`src/rtl/cache_fill_ctrl.sv`:
```
// cache_fill_ctrl: miss controller and shared main-memory arbiter for the
// split I/D caches. It grants the memory read port to one missing cache,
// issues the eight word reads of its 16-byte block, steers the returning
// words into that cache's data array and then pulses its tag/LRU write.
module cache_fill_ctrl #(
    parameter int MEM_LATENCY = 4,
    parameter int ADDR_W      = 16
) (
    input  logic              clk,
    input  logic              rst,
    input  logic              i_miss,
    input  logic [ADDR_W-1:0] i_miss_addr,
    input  logic              d_miss,
    input  logic [ADDR_W-1:0] d_miss_addr,
    input  logic              mem_data_valid,
    input  logic [15:0]       mem_data_in,
    output logic              mem_en,
    output logic [ADDR_W-1:0] mem_addr,
    output logic [ADDR_W-1:0] fill_addr,
    output logic [2:0]        fill_word,
    output logic [15:0]       fill_data,
    output logic              fill_we_i,
    output logic              fill_we_d,
    output logic              tag_we_i,
    output logic              tag_we_d,
    output logic              busy
);

    // The controller reacts only to mem_data_valid, so MEM_LATENCY only has
    // to be sane; ADDR_W must hold the 4-bit block offset plus a tag bit.
    if (MEM_LATENCY < 1 || ADDR_W < 5) begin : g_param_check
        $error("cache_fill_ctrl: MEM_LATENCY must be >= 1 and ADDR_W >= 5");
    end

    typedef enum logic [1:0] {
        IDLE = 2'd0,
        FILL = 2'd1,
        DONE = 2'd2
    } state_t;

    localparam logic [ADDR_W-1:0] BLOCK_MASK = ~ADDR_W'(15);

    state_t            state_q, state_d;
    logic [3:0]        iss_q;          // reads issued, 0..8
    logic [2:0]        rcv_q;          // words received, 0..7
    logic              last_grant_d_q; // 0: I served last, 1: D served last
    logic              grant_d_q;      // cache owning the current fill
    logic [ADDR_W-1:0] fill_addr_q;

    logic              grant;
    logic              grant_sel_d;
    logic [ADDR_W-1:0] grant_base;
    logic              issuing;
    logic              receiving;

    // Arbitration: a lone miss wins; on a tie the side not served last wins.
    always_comb begin
        grant       = (state_q == IDLE) && (i_miss || d_miss);
        grant_sel_d = d_miss && (!i_miss || !last_grant_d_q);
        grant_base  = (grant_sel_d ? d_miss_addr : i_miss_addr) & BLOCK_MASK;
    end

    // Next-state logic and all datapath outputs of the fill sequence.
    always_comb begin
        // NOTE: every output gets a default before the case so no path through
        // this block leaves a signal unassigned, which would infer a latch.
        state_d   = state_q;
        issuing   = 1'b0;
        receiving = 1'b0;
        mem_en    = 1'b0;
        mem_addr  = '0;
        fill_word = '0;
        fill_data = '0;
        fill_we_i = 1'b0;
        fill_we_d = 1'b0;
        tag_we_i  = 1'b0;
        tag_we_d  = 1'b0;

        case (state_q)
            IDLE: begin
                if (grant) begin
                    state_d = FILL;
                end
            end
            FILL: begin
                issuing   = !iss_q[3];
                receiving = mem_data_valid;
                if (issuing) begin
                    mem_en   = 1'b1;
                    mem_addr = fill_addr_q + {{(ADDR_W-4){1'b0}}, iss_q[2:0], 1'b0};
                end
                if (receiving) begin
                    fill_word = rcv_q;
                    fill_data = mem_data_in;
                    fill_we_i = !grant_d_q;
                    fill_we_d = grant_d_q;
                    if (rcv_q == 3'd7) begin
                        state_d = DONE;
                    end
                end
            end
            DONE: begin
                tag_we_i = !grant_d_q;
                tag_we_d = grant_d_q;
                state_d  = IDLE;
            end
            default: begin
                state_d = IDLE;
            end
        endcase
    end

    // State register.
    always_ff @(posedge clk or negedge rst) begin
        // NOTE: registers are updated with non-blocking assignments so every
        // flop samples the pre-edge values regardless of statement order.
        if (!rst) begin
            state_q <= IDLE;
        end else begin
            state_q <= state_d;
        end
    end

    // Grant bookkeeping, latched block base and the issue/receive counters.
    always_ff @(posedge clk or negedge rst) begin
        if (!rst) begin
            iss_q          <= '0;
            rcv_q          <= '0;
            last_grant_d_q <= 1'b0;
            grant_d_q      <= 1'b0;
            fill_addr_q    <= '0;
        end else begin
            if (grant) begin
                iss_q          <= '0;
                rcv_q          <= '0;
                grant_d_q      <= grant_sel_d;
                last_grant_d_q <= grant_sel_d;
                fill_addr_q    <= grant_base;
            end else begin
                if (issuing) begin
                    iss_q <= iss_q + 4'd1;
                end
                if (receiving) begin
                    rcv_q <= rcv_q + 3'd1;
                end
            end
        end
    end

    // Status outputs straight from registered state.
    always_comb begin
        fill_addr = fill_addr_q;
        busy      = (state_q != IDLE);
    end

endmodule

```
`config.mk`:
```
export PLATFORM = sky130hd
export DESIGN_NAME = cache_fill_ctrl
export DESIGN_NICKNAME = d
export VERILOG_FILES = /design/src/rtl/cache_fill_ctrl.sv
export SDC_FILE = /design/constraint.sdc
export NUM_CORES = 1
export LEC_CHECK = 0
export BUFFER_PORTS_ARGS = -buffer_cell sky130_fd_sc_hd__buf_2
export CORE_ASPECT_RATIO = 1.75
export CORE_MARGIN = 3
export CORE_UTILIZATION = 41
export CTS_BUF_LIST = sky130_fd_sc_hd__clkbuf_8
export CTS_CLUSTER_SIZE = 25
export DETAILED_ROUTE_END_ITERATION = 10
export HOLD_SLACK_MARGIN = 0.1
export PLACE_DENSITY_LB_ADDON = 0.12
export REMOVE_ABC_BUFFERS = 1
export SLEW_MARGIN = 20
export SYNTH_ARGS = -nofsm -noshare
export SYNTH_HDL_FRONTEND = slang
export SYNTH_SLANG_ARGS = --single-unit
```
`constraint.sdc`:
```
create_clock -name clk -period 1.9 [get_ports clk]
set_clock_uncertainty 0.2 [all_clocks]
set_input_delay 0.475 -clock clk [delete_from_list [all_inputs] [get_ports clk]]
set_output_delay 0.475 -clock clk [all_outputs]
set_load 0.01 [all_outputs]
```
[After elaboration in Yosys (flattened, before gate mapping)]
Cells that the tools add are included.
Operators by class
  reduce and logical (&&, ||, !) cells: 12
  equal/unequal tests: 6
  add/sub/neg operators: 3
  muxes and demuxes: 25
Operators by type and width (number)
  two-way mux 16 bit: 5
  adder 16 x 4 -> 16 bit: 1
  two-way mux 3 bit: 4
  two-way mux 1 bit: 10
  two-way mux 4 bit: 2
  two-way mux 2 bit: 3
  != test 2 bit, second input constant: 3
  nonzero test 2 bit: 3
  adder 4 x 1 -> 4 bit, second input constant: 1
  one-hot mux 2 bit (2 select lines): 1
  adder 3 x 1 -> 3 bit, second input constant: 1
  == test 3 bit, second input constant: 1
  logical NOT 1 bit: 3
  AND reduction 3 bit: 1
  == test 2 x 1 -> 1 bit, second input constant: 1
  == test 2 bit, second input constant: 1
  logical AND 1 bit: 2
  logical NOT 2 bit: 1
  logical OR 1 bit: 2
Word-level totals
  register bits after elaboration: 22
  input port bits: 53
  output and inout bits: 57
  logic and storage cells: 51

[Longest topological paths before layout]
Gate-level depths: netlist of the first run.
  depth in word-level cells: 4
  gate-level depth with buffers: 5
  depth with buffers taken out: 4

[Worst setup path before layout of the first run]
OpenSTA, ideal clock, no wires.
  path kind: register to output
  from: register state_q[1]
  to: output mem_addr[11]
  buffers on the path: 1
  setup slack: 0.101 ns
  stages on the path, launching flop included: 4
  arrival time: 1.124 ns
  cell sequence: dfrtp_1 -> nor3b_4 -> buf_6 -> and2_1
Between the ends
  cells in the longest elaborated chain, start to end: 2
Ends and longest elaborated chain
  start, declared: line 43  | state_t state_q, state_d;
  start signal, assigned: line 120  | state_q <= state_d;
  == test 2 x 1 -> 1 bit: line 79  | case (state_q)
  two-way mux 16 bit: line 79
  end, declared: line 18  | output logic [ADDR_W-1:0] mem_addr,
Every way passes these cells.

[Worst setup path after layout of the first run]
  from: register state_q[1]
  to: output fill_data[9]
Between the ends
  cells in the longest elaborated chain, start to end: 2
Ends and longest elaborated chain
  == test 2 x 1 -> 1 bit: line 79
  two-way mux 16 bit: line 79
  end, declared: line 21  | output logic [15:0] fill_data,
Every way passes these cells.

==> impl_metrics.csv, run 1 <==
group,metric,value,unit
status,status,"finished with violations",
status,failed_checks,"setup timing",
critical_path,crit_type,"flip-flop to output pin",
drt,first_pass_iters,2,
floorplanning,rows,27,
clock_network,clock-sinks,22,
clock_network,cts_tree,"done",
synthesis,synth_top_area_share,39.3,%
floorplanning,core_area,3210,um2
finish,final-seq-area,551,um2
drt,drt-initial-drc-count,10,
finish,final_nets,312,
critical_path,cp_slowest_cell,"dfrtp_1",
drt,drc_errors,0,
global_route,grt_pass1_wl,6370,um
clock_network,clk_latency,250,ps
timing,period_minus_slack,2060,ps
critical_path,worst_path_largest_cell_delay,440,ps
global_route,gr-total-overflow,0,
clock_network,cts_buffer_depth,2,
synthesis,yosysWarningCount,0,
min_path,hold_path.class,"input pin to flip-flop",
synthesis,ys_types,31,
power,design_power_total,0.00316,W
timing,tightest_slew,507,ps
critical_path,crit_path_start_kind,"flip-flop",
synthesis,synth_area_leaders,"dfrtp_1 39%, and2_1 14%, nand2_1 6.7%",
drt,wl_per_cell,12.4,um
global_route,met1_usage,21.3,%
global_route,grt_util_met2,35.0,%
finish,drive_gt1_share,49.2,%
synthesis,yosysMostFrequentCell,"and2_1",
global_route,grt_max_degree,27,
power,pwr-share-seq,28.1,%
global_route,grtUsageMet3,3.41,%
clock_network,htreeDepth,1,
synthesis,seq_area_frac_synth,39.3,%
timing,period_share,108,%
timing,rsz0062_at_grt,"yes",
synthesis,syn_area_per_cell,9.05,um2
clock_network,root_buffer,"clkbuf_8",
synthesis,netlist_instances,155,
timing,hold_viol,0,
power,switchingPower,0.00127,W
synthesis,synth.ff_latch_count,22,
global_route,grt_pass1_vias,1452,
placement,io_buffers,96,
global_route,grt_most_used_layer,"met2",
critical_path,cp.arrival,1380,ps
timing,worst_slack,-159,ps
timing,drv_slew,0,
drt,vias,1437,
power,vdd_drop_max,0.732,mV
power,switching_share,40.1,%
power,p_per_area,1560,nW/um2
placement,place_inst,290,
drt,ant_nets,0,
critical_path,path_max_fanout,26,
placement,hpwl,2850,um
timing,maxSlewHeadroom,66.2,%
floorplanning,die_area,4190,um2
critical_path,path_cells,"and3b_2 -> buf_12 -> and2_1 -> buf_2",
synthesis,synth_edf_count,0,
drt,routed_wl,3700,um
finish,nFillCells,312,
placement,gp_congestion,0.757,
synthesis,yosysTopAreaCell,"dfrtp_1",
timing,hold_slack,243,ps
global_route,grt_util_all_layers,18.9,%
critical_path,cp.required,1220,ps
finish,antennaDiodeCount,0,
floorplanning,die_w,50.2,um
power,combPwrFrac,63.1,%
drt,viasPerCell,4.84,
finish,area_delta_synth_final,44.2,%
power,clkPwrFrac,8.8,%
finish,multi_input_area,751,um2
synthesis,synth_common_cells,"32 x and2_1, 25 x nand2_1, 22 x dfrtp_1",
clock_network,cts_buffers,3,
floorplanning,initial_core_util,43.7,%
floorplanning,boundaryPins,110,
finish,final_cells,297,
synthesis,synth_top_flop_cell,"dfrtp_1",
floorplanning,fp.dieH,83.4,um
timing,setup_viol,37,
synthesis,async_flop_share,100,%
critical_path,cp-end-kind,"output pin",
clock_network,clk_pin_slew,70,ps
power,p_int,0.00189,W
synthesis,netlist_area,1400,um2
power,power.leakage,1.08,nW
flow_run,drv_cap,0,
timing,fmax,0.486,GHz
global_route,antenna_found_initial,0,
-- worst max-delay path: cells and delay by family (launching register included) --
kind	cells	cell delay, ps
flip-flops	1	440
buffers and inverters	2	280
AND/OR/NAND/NOR	2	400
-- power groups by stage --
stage	registers [W]	clock network, W	logic (W)
after floorplan	0.000926	0	0.00101
after global placement	0.000890	0	0.00184
after detailed placement	0.000894	0	0.00186
after CTS	0.000887	0.000292	0.00200
after global routing	0.000941	0.000311	0.00220
final	0.000889	0.000277	0.00200
-- final timing paths --
path,startpoint,endpoint,slack (ps),cells after the start
min in group asynchronous,rst,iss_q[0],520,2
max reg2reg,state_q[1],rcv_q[1],370,5
max in group asynchronous,rst,fill_addr[8],630,2
min,i_miss,grant_d_q,240,2
max,state_q[1],fill_data[9],-160,4
min reg2reg,rcv_q[2],rcv_q[2],330,1
-- area by class of cell --
class | instances | share of cell area, %
Multi-Input combinational cell | 121 | 37.1
Timing Repair Buffer | 107 | 30.8
Sequential cell | 22 | 27.2
Tap cell | 43 | 2.66
Clock buffer | 3 | 2.04
Inverter | 1 | 0.186
-- sequential cells by signal, indices dropped and copies added, names as in the netlist --
name	count
grant_d_q	1
fill_addr	12
rcv_q	3
iss_q	4
state_q	2
-- cells in the final DEF (no fill, tap or decap) --
cell type	Yosys	final
a21bo_2	1	1
a21boi_1	0	1
a21o_1	1	1
a21oi_1	14	14
a22o_1	2	2
a31oi_1	13	13
a41oi_1	1	1
and2_1	32	31
and2_2	4	4
and2_4	1	2
and2b_2	1	1
and3b_2	1	2
and4bb_2	1	1
buf_12	0	2
buf_2	3	91
buf_4	5	8
buf_6	6	5
clkbuf_8	0	3
conb_1	1	5
dfrtp_1	22	22
dlygate4sd3_1	0	1
ha_1	3	3
inv_1	1	1
mux2i_1	1	1
nand2_1	25	25
nor2_1	5	5
nor2_4	1	1
nor2b_2	0	1
nor3b_2	0	1
nor3b_4	1	1
or2_4	1	1
xnor2_1	3	3
-- metal layers --
layer	part of all wire (%)	wire length (um)	vias to the layer above
li1	-	-	703
met1	38	1420	661
met2	52	1910	71
met3	9.4	347	2
met4	0.70	26	0
met5	0	0	-
-- cells by family (layout without fill, tap and decap cells) --
| logic type | count (synthesis) | count (layout) | synth area share (%) |
|---|---|---|---|
| buf+inv | 16 | 111 | 9.10 |
| mux | 1 | 1 | 0.714 |
| other cells | 1 | 5 | 0.267 |
| xor+xnor | 3 | 3 | 1.87 |
| compound gates | 33 | 33 | 14.5 |
| simple gates | 76 | 76 | 31.7 |
| fa+ha+maj | 3 | 3 | 2.68 |
| flops | 22 | 22 | 39.3 |
-- timing repair --
action / 4_1_cts / 5_1_grt
buffers inserted: 2 / 1
endpoints found under the hold margin: 22 / 0
pin swaps: 1 / 1
endpoints found under the setup margin: 37 / 39
hold buffers: 1 / 0
gates resized for setup: 5 / 4
-- stage by stage --
step	utilization, %	setup slack [ps]	TNS [ps]	area (um2)
floorplan	-	-17.5	-17.5	1290
global placement	59.4	0.327	0	1910
detailed placement	59.4	-1.05	-1.05	1910
CTS	62.3	-172	-5590	2000
global route	63.0	-229	-7490	2020
finish	63.0	-159	-5110	2020
(Power assumes the default switching activity.)
==> run 2, diff against run 1 <==
--- a/config.mk
+++ b/config.mk
@@ -8,7 +8,7 @@
 export BUFFER_PORTS_ARGS = -buffer_cell sky130_fd_sc_hd__buf_2
 export CORE_ASPECT_RATIO = 1.75
 export CORE_MARGIN = 3
-export CORE_UTILIZATION = 41
+export CORE_UTILIZATION = 37
 export CTS_BUF_LIST = sky130_fd_sc_hd__clkbuf_8
 export CTS_CLUSTER_SIZE = 25
 export DETAILED_ROUTE_END_ITERATION = 10
==> constraint.sdc (replaced) <==
create_clock -name clk -period 1.7 [get_ports clk]
set_clock_uncertainty 0.2 [all_clocks]
set_input_delay 0.425 -clock clk [delete_from_list [all_inputs] [get_ports clk]]
set_output_delay 0.425 -clock clk [all_outputs]
set_load 0.01 [all_outputs]
==> run 2 against run 1 <==
The flow still finishes with violations (setup timing); first-iteration DRC count down 20%; wire length up 14%; sequential share of layout area shrank 1.7 points; count of clock-buffer cells in the layout unchanged; critical endpoint is now tag_we_d; largest power group unchanged.
==> impl_metrics.csv, run 2 (synthesized netlist as in run 1, its figures left out) <==
group,metric,value,unit
status,status,"finished with violations",
critical_path,rr_startpoint,"state_q[1]",
drt,drc_errors,0,
min_path,hold_path.class,"input pin to flip-flop",
finish,fin_util,59.6,%
floorplanning,fp.dieH,87.5,um
critical_path,worstReg2RegEnd,"rcv_q[2]",
critical_path,cp.required,1070,ps
drt,drt-initial-drc-count,8,
placement,io_buffers,96,
global_route,gr-total-overflow,0,
drt,first_pass_iters,3,
critical_path,rrSetupSlack,-60,ps
critical_path,crit_type,"flip-flop to output pin",
critical_path,path_cells,"buf_4 -> buf_6 -> buf_4 -> and3b_2 -> buf_6",
floorplanning,initial_core_util,38.7,%
power,design_power_total,0.00378,W
clock_network,root_buffer,"clkbuf_8",
critical_path,worst_path_largest_cell_delay,440,ps
power,vdd_drop_max,0.853,mV
timing,hold_slack,196,ps
timing,fin_tns_setup,-10310,ps
critical_path,crit_path_start_kind,"flip-flop",
power,p_per_area,1750,nW/um2
finish,final_cell_mix,"89 x buf_2, 31 x and2_1, 25 x nand2_1",
floorplanning,die_w,52.5,um
global_route,grt_pass1_vias,1378,
timing,hold_viol,0,
clock_network,cts_tree,"done",
clock_network,cts_buffer_depth,2,
clock_network,cts_buffers,3,
min_path,hold_end,"grant_d_q",
global_route,grt_max_degree,27,
drt,routed_wl,4210,um
timing,maxSlewHeadroom,66.0,%
finish,drive_gt1_share,52.7,%
min_path,min_from,"i_miss",
drt,wl_per_cell,13.6,um
timing,period_minus_slack,2010,ps
global_route,antenna_found_initial,0,
timing,drv_slew,0,
clock_network,htreeDepth,1,
critical_path,cp-end-kind,"output pin",
power,power.leakage,1.14,nW
clock_network,clk_pin_slew,70,ps
critical_path,cp.arrival,1390,ps
critical_path,path_max_fanout,4,
timing,fmax,0.497,GHz
clock_network,clock-sinks,22,
critical_path,reg2reg_depth,8,
finish,antennaDiodeCount,0,
timing,period_share,118,%
drt,vias,1484,
flow_run,drv_cap,0,
placement,hpwl,2920,um
global_route,grt_util_all_layers,17.1,%
timing,setup_viol,42,
timing,tightest_slew,510,ps
floorplanning,core_area,3630,um2
min_path,min_path_cells,2,
drt,viasPerCell,4.79,
clock_network,clk_latency,260,ps
floorplanning,die_area,4590,um2
timing,rsz0062_at_grt,"yes",
floorplanning,boundaryPins,110,
finish,final_nets,322,
floorplanning,rows,29,
timing,worst_slack,-313,ps
finish,area_delta_synth_final,54.1,%
drt,ant_nets,0,
global_route,grt_pass1_wl,6070,um
status,failed_checks,"setup timing",
finish,mostFrequentLayoutCell,"buf_2",
placement,dp_slack,-121,ps
placement,gp_congestion,0.726,
finish,largest_register_ffs,12,
critical_path,cp_slowest_cell,"dfrtp_2",
==> run 2: cell type report <==
| cell class | instances | area [um2] |
|---|---|---|
| clock buffers | 3 | 41.3 |
| multi-input cells | 124 | 788 |
| flip-flops and latches | 22 | 552 |
| repair buffers | 114 | 719 |
| fillers | 374 | 1470 |
| well taps | 46 | 57.6 |
| inverters | 1 | 3.75 |
==> run 2: metal layers <==
layer / GRT usage [%] / routed length (um)
met5: 0 / 0
met4: 4.88 / 63
met3: 2.57 / 337
met2: 30.9 / 2240
met1: 20.3 / 1560
==> run 2: per-stage QoR <==
stage          instance area (um2)  std cells
4_1_cts                       2040        303
3_5_place_dp                  1920        295
6_report                      2160        310
2_1_floorplan                 1290        144
5_1_grt                       2160        310
3_3_place_gp                  1920        295
==> run 2: worst max path at each step <==
stage / cells after the start / from / slack [ps] / to
CTS: 4 / state_q[1] / -330 / fill_data[6]
floorplan: 2 / state_q[1] / -170 / fill_we_i
finish: 5 / state_q[1] / -310 / tag_we_d
global route: 4 / state_q[1] / -380 / fill_data[15]
global placement: 5 / mem_data_valid / -120 / fill_data[6]
detailed placement: 5 / mem_data_valid / -120 / fill_data[6]
==> run 2: worst max-delay path, delay by kind of cell, from the launching register on <==
| family | cells | cell delay [ps] |
|---|---|---|
| buffers and inverters | 4 | 490 |
| flip-flops | 1 | 440 |
| AND/OR/NAND/NOR | 1 | 210 |
==> run 2: repair_timing <==
item                                    in CTS  in global routing
hold buffers                                 1                  0
endpoints found under the hold margin       22                  0
pin swaps                                    4                  1
gates resized for setup                      6                 16
gates cloned                                 0                  4
buffers inserted                             4                  3
endpoints found under the setup margin      40                 52
==> run 2: report_power, final <==
group          switching, W  internal, W
sequential         0.000224     0.000778
clock              0.000153     0.000158
combinational       0.00114      0.00134
total               0.00151      0.00227
==> run 3, diff against run 2 <==
--- a/config.mk
+++ b/config.mk
@@ -6,9 +6,11 @@
 export NUM_CORES = 1
 export LEC_CHECK = 0
 export BUFFER_PORTS_ARGS = -buffer_cell sky130_fd_sc_hd__buf_2
+export CELL_PAD_IN_SITES_DETAIL_PLACEMENT = 1
+export CELL_PAD_IN_SITES_GLOBAL_PLACEMENT = 2
 export CORE_ASPECT_RATIO = 1.75
 export CORE_MARGIN = 3
-export CORE_UTILIZATION = 37
+export CORE_UTILIZATION = 19
 export CTS_BUF_LIST = sky130_fd_sc_hd__clkbuf_8
 export CTS_CLUSTER_SIZE = 25
 export DETAILED_ROUTE_END_ITERATION = 10
==> run 3 against run 2 <==
The flow still finishes with violations (setup timing); count of clock-buffer cells in the layout is 1 higher; cell count is 11% higher; critical path depth is 1 lower; combinational power is 5% lower; register-to-register slack better by 170 ps; maximum frequency is 1.8% higher; largest cell class unchanged; global-route usage is 6.0 points lower; cell area is 1.8% lower; first-iteration DRC count is 38% higher; wire length is 14% higher.
==> impl_metrics.csv, run 3 (synthesized netlist as in run 1, its figures left out) <==
group,metric,value,unit
flow_run,drv_cap,0,
clock_network,htreeDepth,1,
placement,gp_congestion,0.638,
critical_path,worstReg2RegEnd,"rcv_q[2]",
drt,routed_wl,4790,um
power,power.leakage,1.10,nW
drt,first_pass_iters,3,
finish,drive_gt1_share,50.2,%
critical_path,cp.arrival,1350,ps
placement,hpwl,3690,um
timing,worst_slack,-278,ps
timing,rsz0062_at_grt,"yes",
timing,fmax,0.506,GHz
critical_path,cp-end-kind,"output pin",
placement,io_buffers,96,
finish,antennaDiodeCount,0,
critical_path,path_max_fanout,13,
global_route,grt_pass1_vias,1529,
clock_network,root_buffer,"clkbuf_8",
min_path,hold_end,"grant_d_q",
drt,drc_errors,0,
finish,fin_util,30.3,%
clock_network,clk_pin_slew,80,ps
floorplanning,die_w,71.0,um
critical_path,cp.required,1070,ps
timing,tightest_slew,539,ps
critical_path,reg2reg_depth,5,
finish,largest_register_ffs,12,
global_route,grt_util_all_layers,11.1,%
power,switchingPower,0.00153,W
critical_path,rr_startpoint,"state_q[1]",
power,pwr-share-seq,26.9,%
critical_path,crit_path_start_kind,"flip-flop",
global_route,gr-total-overflow,0,
timing,drv_slew,0,
timing,setup_viol,40,
power,p_int,0.00220,W
global_route,antenna_found_initial,0,
finish,final_cell_mix,"90 x buf_2, 31 x and2_1, 25 x nand2_1",
critical_path,path_cells,"and3b_2 -> buf_6 -> and2_1 -> buf_2",
min_path,min_path_cells,2,
floorplanning,die_area,8490,um2
critical_path,crit_buf_inv,2,
drt,ant_nets,0,
min_path,hold_path.class,"input pin to flip-flop",
clock_network,clock-sinks,22,
critical_path,worst_path_largest_cell_delay,430,ps
finish,nFillCells,880,
clock_network,cts_buffer_depth,2,
status,status,"finished with violations",
finish,final_nets,316,
critical_path,crit_type,"flip-flop to output pin",
timing,maxSlewHeadroom,64.1,%
global_route,grt_max_degree,23,
critical_path,cp_top_family,"flip-flops",
finish,area_delta_synth_final,51.4,%
power,p_per_area,1760,nW/um2
timing,period_share,116,%
power,combPwrFrac,62.7,%
drt,wl_per_cell,14.0,um
drt,drt-initial-drc-count,11,
status,failed_checks,"setup timing",
timing,period_minus_slack,1980,ps
power,switching_share,41.0,%
clock_network,cts_tree,"done",
timing,fin_tns_setup,-10020,ps
floorplanning,core_area,7010,um2
finish,mostFrequentLayoutCell,"buf_2",
min_path,min_from,"i_miss",
power,vdd_drop_max,0.555,mV
critical_path,rrSetupSlack,110,ps
floorplanning,fp.dieH,120,um
critical_path,cp_slowest_cell,"dfrtp_1",
floorplanning,boundaryPins,110,
power,clkPwrFrac,10.4,%
drt,viasPerCell,4.27,
clock_network,cts_buffers,3,
global_route,grt_pass1_wl,7590,um
timing,hold_viol,0,
clock_network,clk_latency,260,ps
power,design_power_total,0.00373,W
floorplanning,rows,40,
floorplanning,initial_core_util,20.0,%
drt,vias,1464,
[run 3: worst max-delay path by stage]
stage                     slack, ps            to  cells past startpoint            from
after detailed placement       -110  fill_word[2]                      5  mem_data_valid
after CTS                      -310   mem_addr[2]                      4        iss_q[3]
after global placement         -100  fill_word[0]                      5  mem_data_valid
after global routing           -380  mem_addr[15]                      4        iss_q[3]
after floorplan                -170     fill_we_i                      2      state_q[1]
final                          -280  fill_word[2]                      4      state_q[1]
[run 3: power groups by stage]
| stage | logic [W] | clock network [W] | registers (W) |
|---|---|---|---|
| final | 0.00234 | 0.000387 | 0.00100 |
| after global routing | 0.00261 | 0.000418 | 0.00105 |
| after CTS | 0.00238 | 0.000409 | 0.00101 |
| after detailed placement | 0.00219 | 0 | 0.00102 |
| after global placement | 0.00217 | 0 | 0.00101 |
| after floorplan | 0.00112 | 0 | 0.00103 |
[run 3: final cells by class]
cell class / instances / area, um2 / area share (%)
inverters: 1 / 3.75 / 0.177
multi-input cells: 121 / 752 / 35.4
flip-flops and latches: 22 / 551 / 25.9
well taps: 84 / 105 / 4.95
clock buffers: 4 / 55.1 / 2.59
repair buffers: 111 / 657 / 30.9
[run 3: layer usage]
metal / vias to the layer above / GRT usage, % / share of wire, % / wire (um)
li1: 713 / - / - / -
met1: 679 / 11.7 / 36 / 1710
met2: 68 / 21.3 / 55 / 2630
met3: 4 / 1.76 / 8.1 / 387
met4: 0 / 4.24 / 1.3 / 64
met5: - / 0 / 0 / 0
[run 3: through the flow]
stage / area, um2 / worst slack, ps / hold slack, ps / cells
global placement: 1970 / -99.6 / 247 / 335
global route: 2120 / -379 / 194 / 343
CTS: 2090 / -313 / 178 / 342
detailed placement: 1970 / -106 / 250 / 335
floorplan: 1290 / -167 / -70.6 / 144
finish: 2120 / -278 / 188 / 343
[run 3: worst reg2reg max path, delay by kind of cell (launching register included)]
family | cells | cell delay (ps)
flops | 1 | 420
buf+inv | 3 | 410
simple gates | 1 | 250
compound gates | 1 | 220
[run 3: timing repair]
item | CTS | global route
endpoints found under the setup margin | 40 | 42
pin swaps | 3 | 0
buffers inserted | 3 | 1
hold buffers | 1 | 0
resized for setup | 9 | 5
endpoints found under the hold margin | 22 | 0
